<file path="src/rtl/mrd_pkg.sv">
// mrd_pkg: shared definitions for the mixed-radix DFT memory stages.
//   - main FSM state encodings (Idle..Source)
//   - bank count and the bank one-hot helper shared by sink and source
//   - read-out FSM state and read sideband types
package mrd_pkg;

  localparam logic [2:0] FSM_IDLE        = 3'd0;
  localparam logic [2:0] FSM_SINK        = 3'd1;
  localparam logic [2:0] FSM_WAIT_TO_RD  = 3'd2;
  localparam logic [2:0] FSM_RD          = 3'd3;
  localparam logic [2:0] FSM_WAIT_WR_END = 3'd4;
  localparam logic [2:0] FSM_SOURCE      = 3'd5;

  localparam int N_BANK = 7;

  typedef enum logic {
    RD_IDLE   = 1'b0,
    RD_ACTIVE = 1'b1
  } rd_state_t;

  // Sideband that travels alongside a RAM read until its data returns.
  typedef struct packed {
    logic       valid;
    logic [2:0] bank;
    logic       sop;
    logic       eop;
  } rd_req_t;

  // Bank enable, MSB = bank 0 (same order the sink stage uses for wren).
  function automatic logic [N_BANK-1:0] onehot7(input logic [2:0] idx);
    return 7'b1000000 >> idx;
  endfunction

endpackage

</file>
<file path="src/rtl/mrd_rd_pipe.sv">
// mrd_rd_pipe: DEPTH-stage shift register for the read sideband.
// Ports:
//   clk, rst_n  clock, asynchronous active-low reset
//   flush       synchronous clear of every stage (drops the incoming entry too)
//   in_req      sideband of the read registered this edge
//   out_req     tail stage, aligned with valid RAM read data
//   busy        any stage holds a valid entry
module mrd_rd_pipe
  import mrd_pkg::*;
#(
  parameter int DEPTH = 3
) (
  input  logic    clk,
  input  logic    rst_n,
  input  logic    flush,
  input  rd_req_t in_req,
  output rd_req_t out_req,
  output logic    busy
);

  rd_req_t stage_q [DEPTH];

  always_ff @(posedge clk or negedge rst_n) begin
    if (!rst_n) begin
      for (int i = 0; i < DEPTH; i++) stage_q[i] <= '0;
    end else if (flush) begin
      for (int i = 0; i < DEPTH; i++) stage_q[i] <= '0;
    end else begin
      stage_q[0] <= in_req;
      for (int i = 1; i < DEPTH; i++) stage_q[i] <= stage_q[i-1];
    end
  end

  assign out_req = stage_q[DEPTH-1];

  always_comb begin
    busy = 1'b0;
    for (int i = 0; i < DEPTH; i++) busy = busy | stage_q[i].valid;
  end

endmodule

</file>
<file path="src/rtl/mrd_fsm_source.sv">
// mrd_fsm_source: read-out stage of the mixed-radix DFT memory.
// On entry into Source it walks bank 0..6, then bumps the bank address, one
// read per cycle, and emits the returned samples as a framed stream.
// Ports:
//   clk, rst_n        clock, asynchronous active-low reset
//   fsm, len          main FSM state; frame length (sampled at Source entry)
//   rdaddr[0:6]       per-bank read address (all lanes equal)
//   rden              one-hot bank read enable, bit 6 = bank 0
//   rddata[0:6]       per-bank read data {re, im}, RD_LAT cycles after rden
//   dout_re/dout_im   output sample (held while dout_valid is low)
//   dout_valid/sop/eop  stream framing
//   source_done       one-cycle pulse the cycle after dout_eop
//   len_err           sticky: bad len seen at Source entry
// Stream handshake: valid-only, no ready; a sample is transferred in every
// cycle dout_valid is high and the consumer must take it.
module mrd_fsm_source
  import mrd_pkg::*;
#(
  parameter int wADDR  = 8,
  parameter int wDATA  = 16,
  parameter int RD_LAT = 2
) (
  input  logic                 clk,
  input  logic                 rst_n,
  input  logic [2:0]           fsm,
  input  logic [11:0]          len,
  output logic [wADDR-1:0]     rdaddr [0:6],
  output logic [6:0]           rden,
  input  logic [2*wDATA-1:0]   rddata [0:6],
  output logic [wDATA-1:0]     dout_re,
  output logic [wDATA-1:0]     dout_im,
  output logic                 dout_valid,
  output logic                 dout_sop,
  output logic                 dout_eop,
  output logic                 source_done,
  output logic                 len_err
);

  localparam logic [31:0] CAP = 32'(N_BANK * (2 ** wADDR));

  rd_state_t        state_q, state_d;
  logic [2:0]       prev_fsm;
  logic [11:0]      len_q, len_d, pt_q, pt_d;
  logic [2:0]       idx_q, idx_d;
  logic [wADDR-1:0] addr_q, addr_d;
  logic [6:0]       rden_d;
  logic             len_err_d;
  rd_req_t          req_d, tail;
  logic             pipe_busy, entry, abort, len_bad, tail_ok;
  logic [2*wDATA-1:0] sel_word;

  assign entry   = (fsm == FSM_SOURCE) && (prev_fsm != FSM_SOURCE);
  // Leaving Source with anything still in flight kills the frame.
  assign abort   = (fsm != FSM_SOURCE) && ((state_q == RD_ACTIVE) || pipe_busy);
  assign len_bad = (len == 12'd0) || ({20'd0, len} > CAP);

  // pt/idx/addr always describe the read currently presented on rden/rdaddr,
  // so the entry edge itself registers read 0.
  always_comb begin
    state_d   = state_q;
    len_d     = len_q;
    pt_d      = pt_q;
    idx_d     = idx_q;
    addr_d    = addr_q;
    rden_d    = '0;
    len_err_d = len_err;
    req_d     = '0;
    if (entry) begin
      if (len_bad) begin
        len_err_d = 1'b1;
        state_d   = RD_IDLE;
      end else begin
        state_d    = RD_ACTIVE;
        len_d      = len;
        pt_d       = '0;
        idx_d      = '0;
        addr_d     = '0;
        rden_d     = onehot7(3'd0);
        req_d.valid = 1'b1;
        req_d.bank  = 3'd0;
        req_d.sop   = 1'b1;
        req_d.eop   = (len == 12'd1);
      end
    end else if (state_q == RD_ACTIVE) begin
      if (abort || (pt_q == len_q - 12'd1)) begin
        state_d = RD_IDLE;
      end else begin
        pt_d = pt_q + 12'd1;
        if (idx_q == 3'(N_BANK - 1)) begin
          idx_d  = '0;
          addr_d = addr_q + wADDR'(1);
        end else begin
          idx_d = idx_q + 3'd1;
        end
        rden_d      = onehot7(idx_d);
        req_d.valid = 1'b1;
        req_d.bank  = idx_d;
        req_d.eop   = (pt_d == len_q - 12'd1);
      end
    end
  end

  always_ff @(posedge clk or negedge rst_n) begin
    if (!rst_n) begin
      state_q  <= RD_IDLE;
      prev_fsm <= FSM_IDLE;
      len_q    <= '0;
      pt_q     <= '0;
      idx_q    <= '0;
      addr_q   <= '0;
      rden     <= '0;
      len_err  <= 1'b0;
    end else begin
      state_q  <= state_d;
      prev_fsm <= fsm;
      len_q    <= len_d;
      pt_q     <= pt_d;
      idx_q    <= idx_d;
      addr_q   <= addr_d;
      rden     <= rden_d;
      len_err  <= len_err_d;
    end
  end

  always_comb begin
    for (int b = 0; b < N_BANK; b++) rdaddr[b] = addr_q;
  end

  mrd_rd_pipe #(.DEPTH(RD_LAT + 1)) u_pipe (
    .clk     (clk),
    .rst_n   (rst_n),
    .flush   (abort),
    .in_req  (req_d),
    .out_req (tail),
    .busy    (pipe_busy)
  );

  always_comb begin
    sel_word = '0;
    for (int b = 0; b < N_BANK; b++) begin
      if (tail.bank == 3'(b)) sel_word = rddata[b];
    end
  end

  assign tail_ok = tail.valid && !abort;

  always_ff @(posedge clk or negedge rst_n) begin
    if (!rst_n) begin
      dout_re     <= '0;
      dout_im     <= '0;
      dout_valid  <= 1'b0;
      dout_sop    <= 1'b0;
      dout_eop    <= 1'b0;
      source_done <= 1'b0;
    end else begin
      dout_valid  <= tail_ok;
      dout_sop    <= tail_ok && tail.sop;
      dout_eop    <= tail_ok && tail.eop;
      source_done <= dout_valid && dout_eop;
      if (tail_ok) begin
        dout_re <= sel_word[2*wDATA-1:wDATA];
        dout_im <= sel_word[wDATA-1:0];
      end
    end
  end

endmodule

</file>
<file path="config.mk">
export PLATFORM = sky130hd
export DESIGN_NAME = mrd_fsm_source
export DESIGN_NICKNAME = d
export VERILOG_FILES = /design/src/rtl/mrd_pkg.sv /design/src/rtl/mrd_rd_pipe.sv /design/src/rtl/mrd_fsm_source.sv
export SDC_FILE = /design/constraint.sdc
export NUM_CORES = 1
export LEC_CHECK = 0
export CAP_MARGIN = 10
export CORE_UTILIZATION = 40
export DETAILED_ROUTE_END_ITERATION = 10
export PLACE_DENSITY_LB_ADDON = 0.12
export RECOVER_POWER = 100
export SLEW_MARGIN = 20
export SYNTH_ARGS = -nofsm -noshare
export SYNTH_HDL_FRONTEND = slang
export SYNTH_SLANG_ARGS = --single-unit
</file>
<file path="constraint.sdc">
create_clock -name clk -period 6.7 [get_ports clk]
set_input_delay 2.01 -clock clk [delete_from_list [all_inputs] [get_ports clk]]
set_output_delay 2.01 -clock clk [all_outputs]
set_load 0.005 [all_outputs]
</file>
==> results.json <==
{
  "postSynthCellCount": 839,
  "grt_util_met2_pct": 47.2,
  "finalCriticalPeriod_ns": 4.90,
  "clockBufferDepth": 2,
  "drt_pass1_iterations": 5,
  "rows": 47,
  "path_clk_slew_ns": 0.07,
  "hold_buffers": 0,
  "gp_congestion": 0.923,
  "crit_type": "input port to flip-flop",
  "wirelength_um": 25000,
  "seqPwrFrac_pct": 43.2,
  "cpPeakStageDelay_ns": 1.29,
  "yosys_warnings": 0,
  "core-area_um2": 16600,
  "worst-path-buf-inv": 1,
  "globalRouteMet3Util_pct": 5.40,
  "synthesis.nets": 1083,
  "ir_worst_vdd_v": 0.000141,
  "die_h_um": 133,
  "fp.dieArea_um2": 17600,
  "synth_top_family_by_area": "compound AO/OA/AOI/OAI gates",
  "synth-compound-area-share_pct": 22.0,
  "synthFlopType": "dfrtp_1",
  "dp_hpwl_um": 18800,
  "cts_tree": "done",
  "port_buffers": 340,
  "yosysSeqAreaShare_pct": 36.9,
  "multi_input_area_um2": 3640,
  "power.switching_uw": 448,
  "grt-ovfl-total": 0,
  "maxCapViolations": 2,
  "postSynthAreaPerCell_um2": 8.16,
  "synth_area_leaders": "dfrtp_1 (37%), o21ai_0 (7.2%), nand2_1 (6.3%), buf_4 (5.3%), mux2i_1 (5.0%)",
  "failed_checks": "capacitance limit, slew limit",
  "p_per_area_nw_per_um2": 154,
  "start_util_pct": 41.1,
  "cts.sinks": 101,
  "status": "finished with violations",
  "insertion_delay_ns": 0.35,
  "synth_xor_area_share_pct": 3.58,
  "rsz0062_at_grt": "false",
  "clock.fmax_ghz": 0.204,
  "syn-cell-area_um2": 6850,
  "internal_power_mw": 1.13,
  "vias": 7084,
  "tightest_slew_ns": 3.37,
  "tns_ns": 0,
  "cts_resized": 0,
  "synth.mux.area_fraction_pct": 5.19,
  "p_leak_nw": 4.41,
  "min_path_type": "flip-flop to flip-flop",
  "grt_pass1_vias": 6656,
  "crit_required_ns": 6.87,
  "io_pins": 341,
  "seq_area_um2": 2530,
  "post_cts_buffers": 0,
  "globalRouteMet1Util_pct": 36.2,
  "drc_errors": 0,
  "hold_violations": 0,
  "synth_cell_types": 59,
  "setup_viol": 0,
  "wire_per_inst_um": 19.0,
  "cts_buffers": 9,
  "cp_common_cell": "o21ai_0",
  "report.final.slew_viol_count": 128,
  "grt_start_max_net_pins": 70,
  "synth_top_area_cell": "dfrtp_1",
  "startpoint_type": "input port",
  "async_flop_share_pct": 100,
  "layout.nets": 1335,
  "pwr-share-clk_pct": 31.6,
  "htree_levels": 3,
  "crit_chain": "dlygate4sd3_1 > nand2_1 > nor2_1 > nand3_1 > o21ai_0 > o21ai_0",
  "comb_power_share_pct": 25.2,
  "yosys.area.top_type_share_pct": 36.9,
  "areaGrowthSynthToFinish_pct": 49.9,
  "antenna_found_initial": 3,
  "drive_gt1_share_pct": 3.38,
  "synth-edff-count": 0,
  "ys_seq_elements": 101,
  "synthAdderAreaFrac_pct": 0.548,
  "crit_path_end_kind": "flip-flop",
  "track_usage_pct": 28.2,
  "cp_slowest_cell": "o21ai_0",
  "arrival_ns": 5.07,
  "die_w_um": 133,
  "final_util_pct": 61.7,
  "top_usage_layer": "met2",
  "switching_share_pct": 28.4,
  "drt_iter0_drc": 435,
  "critical-path-top-delay-family": "compound AO/OA/AOI/OAI gates",
  "clock_skew_ns": 0.0108,
  "fillers": 1532,
  "avgViaCountPerCell": 5.37,
  "grt_first_pass_wirelength_um": 38500,
  "period_share_pct": 73.2,
  "synthSimpleGateAreaFrac_pct": 21.9,
  "path_max_fanout": 16,
  "maxSlewHeadroom_pct": -125,
  "ctsRootBufferMaster": "clkbuf_16",
  "antenna_left": 0
}
[registers in the layout (all words and copies together), names as in the netlist]
name / count
source_done: 1
idx_q: 3
rden: 7
dout_valid: 1
len_q: 12
dout_re: 16
dout_im: 16
pt_q: 12
state_q: 1
len_err: 1
addr_q: 8
dout_eop: 1
prev_fsm: 3
dout_sop: 1
u_pipe.stage_q: 12
u_pipe.out_req: 6
[Yosys cell counts, drive strengths merged (2+ instances only)]
cell / instances
nand2: 115
dfrtp: 101
o21ai: 100
nor2: 81
buf: 58
clkbuf: 50
a21oi: 34
mux2i: 34
a22o: 32
o221ai: 32
nor3: 25
inv: 20
xnor2: 20
and3: 19
nor2b: 13
nand3: 10
nor4: 10
a31oi: 8
xor2: 8
or3: 7
nor3b: 6
and2: 5
nand2b: 5
nor4b: 5
nand4: 4
a211o: 3
ha: 3
nand3b: 3
o2111ai: 3
o21bai: 3
or4: 3
a32oi: 2
o211ai: 2
o22ai: 2
[cells by family (layout without fill, tap and decap cells)]
family	Yosys count	count (layout)
fa+ha+maj	3	3
compound gates	229	229
mux	35	35
simple gates	315	315
buf+inv	128	384
other cells	0	3
flops	101	101
xor+xnor	28	28
[per-layer routing]
layer | vias to the layer above | part of all wire [%]
met1 | 3382 | 42
met5 | - | 0
met2 | 219 | 49
met4 | 0 | 2.1
li1 | 3452 | -
met3 | 31 | 6.5
[metrics by stage]
| stage | power, mW | hold slack [ns] | cells | area (um^2) | worst slack, ns |
|---|---|---|---|---|---|
| detailed placement | 1.09 | 0.450 | 1300 | 10000 | 1.76 |
| floorplan | 0.885 | 0.439 | 839 | 6850 | 3.18 |
| finish | 1.58 | 0.463 | 1318 | 10300 | 1.80 |
| global route | 1.66 | 0.497 | 1317 | 10300 | 1.28 |
| CTS | 1.59 | 0.468 | 1315 | 10300 | 2.10 |
| global placement | 1.09 | 0.445 | 1300 | 10000 | 1.87 |
[layout make-up]
class | instances | area share, %
multi-input cells | 610 | 35.4
repair buffers | 349 | 33.8
clock buffers | 11 | 2.36
clock inverters | 4 | 0.305
diodes | 3 | 0.0731
well taps | 220 | 2.68
flip-flops and latches | 101 | 24.6
inverters | 20 | 0.731
[power by group through the flow]
stage	combinational (mW)	clock (mW)	sequential, mW
2_1_floorplan	0.214	0	0.672
3_3_place_gp	0.394	0	0.692
3_5_place_dp	0.398	0	0.691
4_1_cts	0.400	0.508	0.681
5_1_grt	0.439	0.533	0.687
6_report	0.398	0.498	0.681
[cells in the final DEF, fill, tap and decap left out, types with 3 or more instances in the layout]
cell type | synthesis | layout
xnor2_1 | 20 | 20
xor2_1 | 8 | 8
nor3b_1 | 6 | 6
clkbuf_16 | 0 | 9
dfrtp_1 | 101 | 99
diode_2 | 0 | 3
and2_1 | 5 | 3
o21bai_1 | 3 | 3
o21ai_0 | 99 | 100
dlygate4sd3_1 | 0 | 103
nand4_1 | 4 | 4
nor2_1 | 81 | 80
or3_1 | 6 | 6
nand3_1 | 10 | 10
nand2_1 | 114 | 115
a22o_1 | 32 | 32
ha_1 | 3 | 3
nand3b_1 | 3 | 3
mux2i_1 | 34 | 34
nor3_1 | 24 | 24
o221ai_1 | 32 | 32
nor4b_1 | 5 | 5
inv_1 | 20 | 20
and3_1 | 19 | 19
nand2b_1 | 5 | 5
nor4_1 | 8 | 9
buf_4 | 48 | 9
clkdlybuf4s50_1 | 0 | 236
nor2b_1 | 13 | 11
a21oi_1 | 33 | 33
a31oi_1 | 8 | 8
[worst paths after layout]
check                                             start                      endpoint  slack (ns)  depth (start not counted)
setup / recovery                                 fsm[0]           pt_q[9]$_DFFE_PN0P_        1.80                          6
hold / removal             u_pipe.stage_q[16]$_DFF_PN0_  u_pipe.stage_q[10]$_DFF_PN0_        0.46                          1
setup reg to reg                   len_q[0]$_DFFE_PN0P_           pt_q[9]$_DFFE_PN0P_        3.16                          9
hold reg to reg            u_pipe.stage_q[16]$_DFF_PN0_  u_pipe.stage_q[10]$_DFF_PN0_        0.46                          1
max in group asynchronous                         rst_n   u_pipe.out_req[2]$_DFF_PN0_        1.96                          2
min in group asynchronous                         rst_n          len_q[3]$_DFFE_PN0P_        2.77                          1
Power figures use the tool's default switching activity.
